**config.mk**
```make
export PLATFORM = sky130hd
export DESIGN_NAME = lpddr2_responder
export DESIGN_NICKNAME = d
export VERILOG_FILES = /design/src/rtl/lpddr2_pkg.sv /design/src/rtl/lpddr2_req_capture.sv /design/src/rtl/lpddr2_responder.sv
export SDC_FILE = /design/constraint.sdc
export NUM_CORES = 1
export LEC_CHECK = 0
export BUFFER_PORTS_ARGS = -buffer_cell sky130_fd_sc_hd__buf_4
export CORE_MARGIN = 2
export CORE_UTILIZATION = 36
export DETAILED_ROUTE_END_ITERATION = 12
export GPL_ROUTABILITY_DRIVEN = 1
export PLACE_DENSITY = 0.64
export SYNTH_ARGS = -nofsm -noshare
export SYNTH_HDL_FRONTEND = slang
export SYNTH_HIERARCHICAL = 1
export SYNTH_SLANG_ARGS = --single-unit
```
**constraint.sdc**
```tcl
create_clock -name clk -period 4.3 [get_ports clk]
set_input_delay 0.86 -clock clk [delete_from_list [all_inputs] [get_ports clk]]
set_output_delay 0.86 -clock clk [all_outputs]
set_load 0.005 [all_outputs]
```
**src/rtl/lpddr2_pkg.sv**
```systemverilog
// Shared types and constants for the LPDDR2 request responder.
//
// Contents:
//   LP_ADDR_W / LP_DATA_W  widths of the CPU request bus; the responder's
//                          ADDR_W / DATA_W parameters default to these
//   ERR_DATA               read data returned when a read times out
//   resp_state_t           responder FSM states
//   lpddr2_req_t           one captured CPU request (address, write data,
//                          read flag, write flag)
package lpddr2_pkg;

  localparam int LP_ADDR_W = 27;
  localparam int LP_DATA_W = 32;

  localparam logic [LP_DATA_W-1:0] ERR_DATA = 32'hDEADBEEF;

  typedef enum logic [2:0] {
    INIT,
    IDLE,
    WR_CMD,
    RD_CMD,
    RD_WAIT,
    ACK
  } resp_state_t;

  // A request with both flags set is a write followed by a read of the
  // same address, completed with a single acknowledge.
  typedef struct packed {
    logic [LP_ADDR_W-1:0] addr;
    logic [LP_DATA_W-1:0] wdata;
    logic                 is_rd;
    logic                 is_wr;
  } lpddr2_req_t;

endpackage

```
**src/rtl/lpddr2_req_capture.sv**
```systemverilog
// Request edge detection and one-deep pending slot.
//
// The CPU presents read/write requests as levels. A request is the rising
// edge of either level; the address and write data are captured in the
// cycle the edge is seen. The captured request waits in a single slot
// until the FSM pops it. An edge that arrives while the slot is occupied
// (and not being popped in the same cycle) is dropped and reported on
// `overflow`.
//
// Ports:
//   clk, rst     clock, asynchronous active-high reset
//   address      CPU word address
//   write_data   CPU write data
//   rreq, wreq   CPU read / write request levels
//   pop          FSM takes the slot contents this cycle
//   req          slot contents
//   req_vld      slot holds a request
//   overflow     one-cycle pulse: an edge was dropped because the slot was full
module lpddr2_req_capture
  import lpddr2_pkg::*;
(
  input  logic                 clk,
  input  logic                 rst,
  input  logic [LP_ADDR_W-1:0] address,
  input  logic [LP_DATA_W-1:0] write_data,
  input  logic                 rreq,
  input  logic                 wreq,
  input  logic                 pop,
  output lpddr2_req_t          req,
  output logic                 req_vld,
  output logic                 overflow
);

  logic rreq_d;
  logic wreq_d;
  logic rd_rise;
  logic wr_rise;
  logic any_rise;
  logic slot_free;

  assign rd_rise   = rreq & ~rreq_d;
  assign wr_rise   = wreq & ~wreq_d;
  assign any_rise  = rd_rise | wr_rise;

  // A pop in the same cycle frees the slot for a simultaneous new edge.
  assign slot_free = ~req_vld | pop;
  assign overflow  = any_rise & ~slot_free;

  always_ff @(posedge clk or posedge rst) begin
    if (rst) begin
      rreq_d  <= 1'b0;
      wreq_d  <= 1'b0;
      req_vld <= 1'b0;
      req     <= '0;
    end else begin
      rreq_d <= rreq;
      wreq_d <= wreq;
      if (any_rise && slot_free) begin
        req_vld   <= 1'b1;
        req.addr  <= address;
        req.wdata <= write_data;
        req.is_rd <= rd_rise;
        req.is_wr <= wr_rise;
      end else if (pop) begin
        req_vld <= 1'b0;
      end
    end
  end

endmodule

```
**src/rtl/lpddr2_responder.sv**
```systemverilog
// Memory-side responder for the CPU lpddr2_* request bus.
//
// Each CPU request (rising edge of lpddr2_rreq / lpddr2_wreq) becomes one
// Avalon-MM transaction toward the LPDDR2 controller. Read data is
// registered into lpddr2_read_data and every request completes with a
// one-cycle lpddr2_ack pulse. One transaction is in flight at a time; one
// more request can wait in the capture slot.
//
// Parameters:
//   ADDR_W   word address width
//   DATA_W   data width
//   TIMEOUT  cycles allowed from command issue to completion
//
// Ports:
//   clk, rst            clock, asynchronous active-high reset
//   lpddr2_address      CPU word address
//   lpddr2_write_data   CPU write data
//   lpddr2_rreq/wreq    CPU read / write request levels
//   lpddr2_read_data    last read result (ERR_DATA after a read timeout)
//   lpddr2_ack          one-cycle completion pulse
//   avm_*               Avalon-MM master toward the controller
//   local_init_done     controller calibration complete
//   err                 sticky: timeout or dropped request since reset
module lpddr2_responder
  import lpddr2_pkg::*;
#(
  parameter int ADDR_W  = LP_ADDR_W,
  parameter int DATA_W  = LP_DATA_W,
  parameter int TIMEOUT = 1024
) (
  input  logic                clk,
  input  logic                rst,
  input  logic [ADDR_W-1:0]   lpddr2_address,
  input  logic [DATA_W-1:0]   lpddr2_write_data,
  input  logic                lpddr2_rreq,
  input  logic                lpddr2_wreq,
  output logic [DATA_W-1:0]   lpddr2_read_data,
  output logic                lpddr2_ack,
  output logic [ADDR_W-1:0]   avm_address,
  output logic                avm_read,
  output logic                avm_write,
  output logic [DATA_W-1:0]   avm_writedata,
  output logic [DATA_W/8-1:0] avm_byteenable,
  input  logic                avm_waitrequest,
  input  logic [DATA_W-1:0]   avm_readdata,
  input  logic                avm_readdatavalid,
  input  logic                local_init_done,
  output logic                err
);

  // Wide enough to hold TIMEOUT, the value reached on the exit cycle.
  localparam int CNT_W = $clog2(TIMEOUT + 1);

  resp_state_t       state;
  resp_state_t       state_nxt;

  lpddr2_req_t       req;
  logic              req_vld;
  logic              overflow;
  logic              pop;

  logic [ADDR_W-1:0] cur_addr;
  logic [DATA_W-1:0] cur_wdata;
  logic              cur_rd;

  logic [CNT_W-1:0]  tmo_cnt;
  logic              tmo_hit;
  logic              in_txn;
  logic              cmd_entry;
  logic              tmo_fire;
  logic              rd_tmo;
  logic              rd_capture;

  lpddr2_req_capture u_capture (
    .clk        (clk),
    .rst        (rst),
    .address    (lpddr2_address),
    .write_data (lpddr2_write_data),
    .rreq       (lpddr2_rreq),
    .wreq       (lpddr2_wreq),
    .pop        (pop),
    .req        (req),
    .req_vld    (req_vld),
    .overflow   (overflow)
  );

  // The command registers only change on a pop in IDLE, so address and
  // write data are inherently stable while a command is stalled.
  assign avm_address    = cur_addr;
  assign avm_writedata  = cur_wdata;
  assign avm_byteenable = '1;

  assign in_txn    = (state == WR_CMD) || (state == RD_CMD) || (state == RD_WAIT);
  assign tmo_hit   = (tmo_cnt == CNT_W'(TIMEOUT - 1));
  // The write-to-read hand-off of a paired request also restarts the count.
  assign cmd_entry = (state_nxt != state) &&
                     ((state_nxt == WR_CMD) || (state_nxt == RD_CMD));

  always_comb begin
    state_nxt  = state;
    pop        = 1'b0;
    avm_read   = 1'b0;
    avm_write  = 1'b0;
    lpddr2_ack = 1'b0;
    tmo_fire   = 1'b0;
    rd_tmo     = 1'b0;
    rd_capture = 1'b0;
    case (state)
      INIT: begin
        if (local_init_done) state_nxt = IDLE;
      end
      IDLE: begin
        if (req_vld) begin
          pop       = 1'b1;
          state_nxt = req.is_wr ? WR_CMD : RD_CMD;
        end
      end
      WR_CMD: begin
        avm_write = 1'b1;
        // An accepted command wins over a timeout in the same cycle.
        if (!avm_waitrequest) begin
          state_nxt = cur_rd ? RD_CMD : ACK;
        end else if (tmo_hit) begin
          state_nxt = ACK;
          tmo_fire  = 1'b1;
        end
      end
      RD_CMD: begin
        avm_read = 1'b1;
        if (!avm_waitrequest) begin
          state_nxt = RD_WAIT;
        end else if (tmo_hit) begin
          state_nxt = ACK;
          tmo_fire  = 1'b1;
          rd_tmo    = 1'b1;
        end
      end
      RD_WAIT: begin
        if (avm_readdatavalid) begin
          state_nxt  = ACK;
          rd_capture = 1'b1;
        end else if (tmo_hit) begin
          state_nxt = ACK;
          tmo_fire  = 1'b1;
          rd_tmo    = 1'b1;
        end
      end
      ACK: begin
        lpddr2_ack = 1'b1;
        state_nxt  = IDLE;
      end
      default: state_nxt = INIT;
    endcase
  end

  always_ff @(posedge clk or posedge rst) begin
    if (rst) begin
      state            <= INIT;
      cur_addr         <= '0;
      cur_wdata        <= '0;
      cur_rd           <= 1'b0;
      tmo_cnt          <= '0;
      lpddr2_read_data <= '0;
      err              <= 1'b0;
    end else begin
      state <= state_nxt;

      if (pop) begin
        cur_addr  <= req.addr;
        cur_wdata <= req.wdata;
        cur_rd    <= req.is_rd;
      end

      if (cmd_entry) begin
        tmo_cnt <= '0;
      end else if (in_txn) begin
        tmo_cnt <= tmo_cnt + CNT_W'(1);
      end

      // Strobes outside RD_WAIT never reach here: rd_capture is only
      // raised in that state.
      if (rd_capture) begin
        lpddr2_read_data <= avm_readdata;
      end else if (rd_tmo) begin
        lpddr2_read_data <= ERR_DATA;
      end

      if (tmo_fire || overflow) err <= 1'b1;
    end
  end

endmodule

```
==> out/summary.txt, run 1 <==
outcome - completed
share of layout cells above drive strength 1 - 55.5%
GPL Wtd Cong - 0.781
peak supply drop - 314 uV
TritonCTS clock tree - yes
initial antenna violation count - 0
Hold Slack - 0.494 ns
Initial Util - 36.5%
P&R area growth vs syn - 32.0%
post-cts sizing count - 0
vias in the first global route - 4812
worst skew pair latency - 0.41 ns
cell area after layout - 0.00894 mm2
CTS buffer count - 17
commonest non-fill, non-tap cells in the layout - 198 x buf_4, 171 x dfrtp_1, 109 x mux2_2, 24 x o22a_1, 17 x clkbuf_16
cell area after synthesis - 0.00678 mm2
CTS Root Cell - clkbuf_16
Ports - 197
Critical Path RT - 4.64 ns
setup slack at placement - 1.62 ns
Synth Register Bits - 171
nets - 744
final std cells w/o fill - 890
RSZ-0062 raised after global routing - no
YS warnings - 6
detailed placer's ending HPWL - 10.4 mm
distinct cell type count after synthesis - 47
final setup vio count - 0
critical path's top delay family - simple AND/OR/NAND/NOR gates
Synth top area share - 63.1%
largest net degree at the start of global routing - 69
Slew Limit Headroom - 38.2%
worst hold path class - register to register
WP data arrival - 3.03 ns
Critical Path Start Type - register
CP Buf/Inv Count - 0
CP Capture Type - register
Post-synth EDFFs - 0
DRC errors left - 0
cts hold-fix bufs - 0
CP Cell Sequence - nor3b_2, nand2_1, a2bb2oi_4, o22a_1
WL/cell - 17.0 um
clk buf depth - 2
Final ANT Viol Nets - 0
DIE WIDTH - 141 um
Final Max Tran Viols - 0
Total Routing Usage GR - 15.7%
Via density - 4.93
vias - 4386
ANT cells - 0
Mapped Cells - 449
die area - 0.0199 mm2
drt pass-1 iters - 4
main flop type after synthesis - dfrtp_1
Sink Count - 171
setup tns final - 0 ns
Synth area leaders - dfrtp_1 63%, mux2_2 18%, o22a_1 3.1%
syn avg cell area - 15.1 um2
total wire length - 15.1 mm
Power Total - 6.58 mW
largest area contributor in the netlist - dfrtp_1
Final Util - 48.1%
Final Hold Fails - 0
most common cell after layout, fill and taps aside - buf_4
Clk pin slew, worst setup/hold paths - 0.06 ns
post-route clock period utilization - 62.6%
Crit path largest cell delay - 0.71 ns
post-CTS setup repair buffer count - 0
max-cap violations - 0
pwr dens - 735 mW/mm2
worst setup margin - 1.61 ns
fraction of registers with async set/reset - 100%
CTS HTree Levels - 4
Setup Crit Path Kind - register to register
Seq/Total Area, Yosys - 63.1%
worst-case clock skew - 0.00772 ns
Final min period - 2.69 ns
Port Buffers - 192
row cnt - 50
actual slew at the worst max-slew pin - 0.928 ns
first-pass GRT wire length - 24.7 mm
leakage - 4.17 nW
placed insts - 860
Iter 0 DRT Violations - 158
CP max stage cell - a2bb2oi_4
Core ar. - 0.0186 mm2
grt ovf - 0
crit-path max FO - 25
Cell Area, Placed - 0.00841 mm2
die height - 141 um
Achievable Freq - 372 MHz
[layer usage]
metal | wire, um | vias up | global-route usage, %
met4 | 189 | 0 | 4.95
met5 | 0 | - | 0
met3 | 1030 | 14 | 5.26
met1 | 6070 | 2228 | 18.2
li1 | - | 1999 | -
met2 | 7810 | 145 | 27.4
[cells in the mapped netlist (2+ instances only)]
library cell and number:
buf_4 9, o21ai_0 12, nand2b_1 2, nand2_1 10
buf_6 3, buf_2 9, o211ai_1 2, or3_1 3
mux2_4 10, nor2b_1 2, nand2b_4 2, and2_1 3
nand3_1 4, dfrtp_1 171, o31ai_1 2, mux2_2 109
xor2_1 6, nor2_1 17, inv_1 5, a22o_1 8
o22a_1 24, a21oi_1 10, clkbuf_1 2
[final timing paths]
check,cells after the start,slack (ns),from,endpoint
setup / recovery,4,1.61,state[2]$_DFF_PP0_,lpddr2_read_data[28]$_DFFE_PP0P_
hold / removal,1,0.49,lpddr2_read_data[27]$_DFFE_PP0P_,lpddr2_read_data[27]$_DFFE_PP0P_
setup reg to reg,4,1.61,state[2]$_DFF_PP0_,lpddr2_read_data[28]$_DFFE_PP0P_
hold reg to reg,1,0.49,lpddr2_read_data[27]$_DFFE_PP0P_,lpddr2_read_data[27]$_DFFE_PP0P_
max in group asynchronous,3,2.76,rst,u_capture/req[28]$_DFFE_PP0P_
min in group asynchronous,2,0.54,rst,u_capture/req[29]$_DFFE_PP0P_
[logic make-up after synthesis]
family | Yosys count | synth area share [%]
flops | 171 | 63.1
mux | 120 | 20.5
compound gates | 67 | 7.61
simple gates | 54 | 4.99
buf+inv | 29 | 2.77
xor+xnor | 6 | 0.775
fa+ha+maj | 1 | 0.185
other cells | 1 | 0.0553
[sequential cells by signal, summed over array words and instances (netlist names)]
name / cells
avm_address: 27
avm_writedata: 32
cur_rd: 1
err: 1
lpddr2_read_data: 32
state: 3
tmo_cnt: 11
u_capture/req: 61
u_capture/req_vld: 1
u_capture/rreq_d: 1
u_capture/wreq_d: 1
[power breakdown]
group / leakage (nW) / internal, mW / switching [mW] / total [mW]
logic: 1.83 / 1.49 / 0.908 / 2.40
clock network: 0.253 / 0.756 / 0.642 / 1.40
registers: 2.08 / 2.35 / 0.426 / 2.78
[cell type report]
class / instances / area, um2
inverters: 5 / 21.3
clock buffers: 18 / 439
flip-flops and latches: 171 / 4280
repair buffers: 198 / 1490
clock inverters: 12 / 95.1
fillers: 1651 / 9640
multi-input cells: 252 / 2330
well taps: 234 / 293
Power figures use the tool's default switching activity.
==> inputs of run 2 (changes only) <==
- clock period: 4.3 -> 2.5 ns (I/O delays scaled with it)
==> run 2 against run 1 <==
  * Clock power is 74% higher
  * Die area is the same
  * Register-to-register slack got worse by 1.3 ns
  * Core utilization up 0.73 points
  * Non-clock buffer count up 7
  * Power rose by 74%
  * Flip-flop and latch count stayed put
  * Combinational power increased by 75%
  * Final area grew 1.5%
  * Setup slack got worse by 1.3 ns
  * First-iteration DRC count is 10% lower
  * Wire length is 0.52% higher
  * Largest power group unchanged
==> out/summary.txt, run 2 (synthesized netlist as in run 1, its figures left out) <==
Clk pin slew, worst setup/hold paths - 0.06 ns (about the same)
CP max stage cell - or4_4
die area - 0.0199 mm2 (unchanged)
total wire length - 15.2 mm (+0.52%)
WHS Path Cells - 1 (unchanged)
Sw Ratio - 29.1% (-0.96 points)
largest reg by FF count - u_capture/req
pwr dens - 1260 mW/mm2 (+71%)
Internal Power - 8.10 mW (+76%)
peak supply drop - 485 uV (+54%)
Seq pwr share - 41.9% (-0.3 points)
clk buf depth - 2 (unchanged)
post-CTS setup repair buffer count - 0 (unchanged)
Total Routing Usage GR - 15.6% (-0.069 points)
initial antenna violation count - 0 (unchanged)
grt ovf - 0 (unchanged)
GPL Wtd Cong - 0.890 (+14%)
WP data arrival - 2.53 ns (-0.50 ns)
most common cell after layout, fill and taps aside - buf_4
critical path's top delay family - compound AO/OA/AOI/OAI gates
Worst Reg-to-Reg Cells - 5 (+1)
ANT cells - 0 (unchanged)
crit-path max FO - 24 (-4.0%)
Via density - 4.88 (-0.92%)
RSZ-0062 raised after global routing - no
largest net degree at the start of global routing - 62 (-10%)
drt pass-1 iters - 5 (+1)
combinational group share of total power - 36.8% (+0.3 points)
hold path startpoint - lpddr2_rreq
post-route clock period utilization - 87.5% (+25 points)
leakage - 4.22 nW (+1.4%)
CTS Root Cell - clkbuf_16
Core ar. - 0.0186 mm2 (unchanged)
Psw - 3.32 mW (+68%)
worst hold path class - primary input to register
Port Buffers - 192 (unchanged)
Ports - 197 (unchanged)
final setup vio count - 0 (unchanged)
Sink Count - 171 (unchanged)
Critical Path Start Type - register
die height - 141 um (unchanged)
commonest non-fill, non-tap cells in the layout - 199 x buf_4, 171 x dfrtp_1, 109 x mux2_2, 24 x o22a_1, 17 x clkbuf_16
CTS buffer count - 17 (unchanged)
Final min period - 2.19 ns (-0.503 ns)
first-pass GRT wire length - 24.5 mm (-0.78%)
worst skew pair latency - 0.41 ns (about the same)
Iter 0 DRT Violations - 142 (-10%)
clock share of power - 21.3% (about the same)
CP Cell Sequence - ha_1, nand2_1, or4_4, a2bb2oi_4, o22a_1
Final Hold Fails - 0 (unchanged)
Crit path largest cell delay - 0.57 ns (-0.14 ns)
WHS Endpoint - u_capture/rreq_d$_DFF_PP0_
vias - 4380 (-0.14%)
Slew Limit Headroom - 53.3% (+15 points)
Power Total - 11.4 mW (+74%)
vias in the first global route - 4755 (-1.2%)
Crit path depth - 5 (+1)
row cnt - 50 (unchanged)
actual slew at the worst max-slew pin - 0.699 ns (-0.228 ns)
share of layout cells above drive strength 1 - 55.5% (about the same)
CP Capture Type - register
CP Buf/Inv Count - 0 (unchanged)
reg2reg setup slack - 0.31 ns (-1.30 ns)
worst-case clock skew - 0.00839 ns (+0.000665 ns)
DIE WIDTH - 141 um (unchanged)
outcome - completed
Reg-to-Reg End - lpddr2_read_data[5]$_DFFE_PP0P_
max-cap violations - 0 (unchanged)
Initial Util - 36.5% (unchanged)
post-cts sizing count - 0 (unchanged)
Setup Crit Path Kind - register to register
setup tns final - 0 ns (unchanged)
Achievable Freq - 457 MHz (+23%)
TritonCTS clock tree - yes
DRC errors left - 0 (unchanged)
max FFs per register - 61 (unchanged)
CTS HTree Levels - 4 (unchanged)
nets - 751 (+0.94%)
WL/cell - 16.9 um (-0.27%)
P&R area growth vs syn - 34.0%
Critical Path RT - 2.84 ns (-1.80 ns)
Final ANT Viol Nets - 0 (unchanged)
Final Max Tran Viols - 0 (unchanged)
cts hold-fix bufs - 1 (+1)
R2R Path Start - tmo_cnt[0]$_DFFE_PP0P_
detailed placer's ending HPWL - 10.5 mm (+0.59%)
==> run 2: cell types whose count changed in the layout (fill, tap and decap cells not counted), moves of 2 or more <==
cell / change
buf_12: +5
clkbuf_8: +5
clkinv_4: -3
clkbuf_1: +2
inv_6: -2
==> run 2: area by class of cell <==
type | count | area [um2]
multi-input cells | 252 | 2330
fillers | 1611 | 9500
repair buffers | 205 | 1600
well taps | 234 | 293
inverters | 5 | 22.5
flip-flops and latches | 171 | 4280
clock inverters | 5 | 35.0
clock buffers | 25 | 515
==> run 2: worst reg2reg max path, stage by stage, from the launching register on <==
cell and delay, ns:
dfrtp_1 0.45, ha_1 0.20, nand2_1 0.11, or4_4 0.57, a2bb2oi_4 0.55, o22a_1 0.25
==> run 2: power groups by stage <==
stage          logic, mW  clock network (mW)  registers, mW
3_3_place_gp        4.15                   0           4.74
5_1_grt             4.57                2.64           4.97
6_report            4.21                2.43           4.79
2_1_floorplan       2.59                   0           4.67
4_1_cts             4.29                2.52           4.80
3_5_place_dp        4.29                   0           4.83
==> run 2: worst max path at each step <==
stage	from	to	slack [ns]
4_1_cts	tmo_cnt[0]$_DFFE_PP0P_	lpddr2_read_data[5]$_DFFE_PP0P_	0.28
5_1_grt	tmo_cnt[0]$_DFFE_PP0P_	lpddr2_read_data[16]$_DFFE_PP0P_	0.20
2_1_floorplan	state[1]$_DFF_PP0_	u_capture/req[16]$_DFFE_PP0P_	0.32
3_5_place_dp	tmo_cnt[0]$_DFFE_PP0P_	lpddr2_read_data[9]$_DFFE_PP0P_	0.32
6_report	tmo_cnt[0]$_DFFE_PP0P_	lpddr2_read_data[5]$_DFFE_PP0P_	0.31
3_3_place_gp	tmo_cnt[0]$_DFFE_PP0P_	lpddr2_read_data[16]$_DFFE_PP0P_	0.45
==> run 2: layer usage <==
metal  up-vias  routed length [um]  track usage [%]
met5         -                   0                0
met4         0                 202             5.47
met1      2209                6310             18.5
li1       2001                   -                -
met3        18                1100             5.54
met2       152                7550             26.3
==> run 2: per-stage QoR <==
step / instances / cell area [um2] / worst slack, ns / hold slack, ns / util, %
2_1_floorplan: 452 / 6790 / 0.323 / 0.461 / -
5_1_grt: 897 / 9080 / 0.196 / 0.204 / 48.9
6_report: 897 / 9080 / 0.313 / 0.229 / 48.9
3_5_place_dp: 866 / 8520 / 0.318 / 0.415 / 45.8
3_3_place_gp: 866 / 8520 / 0.452 / 0.418 / 45.8
4_1_cts: 897 / 9080 / 0.284 / 0.209 / 48.9
==> inputs of run 3 (changes only) <==
--- a/config.mk
+++ b/config.mk
@@ -7,4 +7,5 @@
 export LEC_CHECK = 0
 export BUFFER_PORTS_ARGS = -buffer_cell sky130_fd_sc_hd__buf_4
+export CAP_MARGIN = 20
 export CORE_MARGIN = 2
 export CORE_UTILIZATION = 36
@@ -12,4 +13,5 @@
 export GPL_ROUTABILITY_DRIVEN = 1
 export PLACE_DENSITY = 0.64
+export RECOVER_POWER = 100
 export SYNTH_ARGS = -nofsm -noshare
 export SYNTH_HDL_FRONTEND = slang
==> constraint.sdc (replaced) <==
create_clock -name clk -period 2.5 [get_ports clk]
set_input_delay 0.125 -clock clk [delete_from_list [all_inputs] [get_ports clk]]
set_output_delay 0.125 -clock clk [all_outputs]
set_load 0.005 [all_outputs]
==> run 3 against run 2 <==
  * The flow now finishes with violations (capacitance limit, slew limit)
  * Final area increased by 8.1%
  * Non-clock buffer count increased by 91
  * Highest routed layer unchanged
  * Final cell count increased by 10%
  * Critical endpoint is now u_capture/req[54]$_DFFE_PP0P_
  * Clock skew decreased by 0.0021 ns
==> out/summary.txt, run 3 (synthesized netlist as in run 1, its figures left out) <==
final setup vio count - 0 (unchanged)
post-CTS setup repair buffer count - 0 (unchanged)
cell area after layout - 0.00981 mm2 (+8.1%)
outcome - complete, but fails checks
met3 Track Usage GR - 5.23% (-0.31 points)
die height - 141 um (unchanged)
pwr dens - 1160 mW/mm2 (-7.8%)
Initial Util - 36.5% (unchanged)
max FFs per register - 61 (unchanged)
Core ar. - 0.0186 mm2 (unchanged)
WL/cell - 16.0 um (-5.4%)
Psw - 3.41 mW (+2.5%)
WHS Endpoint - state[2]$_DFF_PP0_
Clk pin slew, worst setup/hold paths - 0.07 ns (about the same)
WHS Path Cells - 3 (+2)
Critical Path Start Type - register
GPL Wtd Cong - 0.890 (about the same)
largest net degree at the start of global routing - 62 (unchanged)
RSZ-0062 raised after global routing - no
actual slew at the worst max-slew pin - 1.58 ns (+0.878 ns)
R2R Path Start - state[1]$_DFF_PP0_
initial antenna violation count - 0 (unchanged)
Critical Path RT - 2.80 ns (-0.04 ns)
failing checks - capacitance limit, slew limit
vias - 4772 (+8.9%)
Ports - 197 (unchanged)
most common cell after layout, fill and taps aside - dfrtp_1
die area - 0.0199 mm2 (unchanged)
Final min period - 2.23 ns (+0.0457 ns)
Sw Ratio - 29.9% (+0.82 points)
hold path startpoint - avm_waitrequest
combinational group share of total power - 35.4% (-1.4 points)
CTS HTree Levels - 4 (unchanged)
global route hottest layer - met2
worst-case clock skew - 0.00630 ns (-0.00209 ns)
TritonCTS clock tree - yes
Reg-to-Reg End - u_capture/req[54]$_DFFE_PP0P_
Final ANT Viol Nets - 0 (unchanged)
commonest non-fill, non-tap cells in the layout - 171 x dfrtp_1, 109 x mux2_2, 99 x buf_4, 94 x dlygate4sd3_1, 77 x clkbuf_4
vias in the first global route - 5301 (+11%)
drt pass-1 iters - 5 (unchanged)
Final Util - 52.8% (+4.0 points)
P&R area growth vs syn - 44.8%
detailed placer's ending HPWL - 10.4 mm (-0.81%)
peak supply drop - 526 uV (+8.5%)
Slew Limit Headroom - -5.73% (-59 points)
leakage - 4.44 nW (+5.2%)
M2 GR Usage - 28.0% (+1.7 points)
clock share of power - 22.9% (+1.6 points)
CP Capture Type - register
Final Max Tran Viols - 34 (+34)
Internal Power - 7.98 mW (-1.5%)
worst skew pair latency - 0.41 ns (about the same)
grt met1 use - 19.6% (+1.1 points)
Setup Crit Path Kind - register to register
Cell Area, Placed - 0.00850 mm2 (-0.18%)
clk buf depth - 2 (unchanged)
CTS Root Cell - clkbuf_16
row cnt - 50 (unchanged)
Worst Reg-to-Reg Cells - 6 (+1)
Seq pwr share - 41.6% (-0.3 points)
max-cap violations - 1 (+1)
first-pass GRT wire length - 26.0 mm (+6.3%)
nets - 842 (+12%)
reg2reg setup slack - 0.27 ns (-0.05 ns)
Hold Slack - 0.0564 ns (-0.173 ns)
WP data arrival - 2.53 ns (about the same)
DIE WIDTH - 141 um (unchanged)
Total Routing Usage GR - 16.3% (+0.74 points)
Port Buffers - 192 (unchanged)
setup slack at placement - 0.348 ns (+0.0304 ns)
Achievable Freq - 448 MHz (-2.0%)
Final Hold Fails - 0 (unchanged)
share of layout cells above drive strength 1 - 43.5% (-12 points)
Sink Count - 171 (unchanged)
ANT cells - 0 (unchanged)
worst setup margin - 0.267 ns (-0.0457 ns)
total wire length - 15.8 mm (+4.4%)
Filler cells - 1561 (-3.1%)
DRC errors left - 0 (unchanged)
crit-path max FO - 36 (+50%)
Iter 0 DRT Violations - 182 (+28%)
setup tns final - 0 ns (unchanged)
largest reg by FF count - u_capture/req
Via density - 4.82 (-1.3%)
CTS buffer count - 17 (unchanged)
worst hold path class - primary input to register
post-route clock period utilization - 89.3% (+1.8 points)
grt ovf - 0 (unchanged)
==> run 3: changes by cell type in the layout (fill, tap and decap cells not counted), moves of 4 or more <==
cell,change
buf_12,-4
buf_4,-100
clkbuf_1,+22
clkbuf_4,+77
clkbuf_8,-6
clkinv_4,+4
dlygate4sd3_1,+93
inv_6,+4
mux2_1,+8
mux2_4,-8
==> run 3: layer usage <==
layer	vias up	wire, um
met5	-	0
li1	2195	-
met4	0	229
met1	2396	6620
met2	161	7950
met3	20	1040
==> run 3: cell type report <==
cell class              instances  area [um2]  area share (%)
well taps                     234         293            2.98
inverters                       5        20.0           0.204
clock buffers                  17         425            4.34
flip-flops and latches        171        4280            43.6
multi-input cells             252        2250            22.9
repair buffers                296        2380            24.3
clock inverters                15         163            1.66
==> run 3: repair_timing <==
action | CTS | global route
gates resized for setup | 0 | 0
hold endpoints to repair | 155 | 0
hold buffers | 94 | 0
==> run 3: how the worst max path moves through the flow <==
stage,start,endpoint,slack (ns),cells after the start
floorplan,state[1]$_DFF_PP0_,u_capture/req[16]$_DFFE_PP0P_,0.32,9
global placement,tmo_cnt[0]$_DFFE_PP0P_,lpddr2_read_data[16]$_DFFE_PP0P_,0.45,5
detailed placement,tmo_cnt[0]$_DFFE_PP0P_,lpddr2_read_data[5]$_DFFE_PP0P_,0.35,5
CTS,tmo_cnt[0]$_DFFE_PP0P_,lpddr2_read_data[10]$_DFFE_PP0P_,0.33,5
global route,state[2]$_DFF_PP0_,lpddr2_read_data[14]$_DFFE_PP0P_,0.13,5
finish,state[1]$_DFF_PP0_,u_capture/req[54]$_DFFE_PP0P_,0.27,6
==> run 3: worst max-delay path, stage by stage (launching register included) <==
cell and delay [ns]:
dfrtp_1 0.50, nand3b_1 0.24, nor2_1 0.26, nor2b_1 0.17
a21oi_4 0.18, buf_6 0.36, mux2_2 0.39
==> run 3: per-stage QoR <==
step,std cells,total power [mW]
floorplan,452,7.26
global placement,864,8.89
detailed placement,864,9.12
CTS,990,11.9
global route,990,12.2
finish,990,11.4
==> run 3: power by group through the flow <==
stage	sequential [mW]	clock [mW]	combinational [mW]
6_report	4.74	2.61	4.04
5_1_grt	4.92	2.82	4.42
4_1_cts	4.79	2.69	4.43
3_5_place_dp	4.82	0	4.30
3_3_place_gp	4.74	0	4.15
2_1_floorplan	4.67	0	2.59
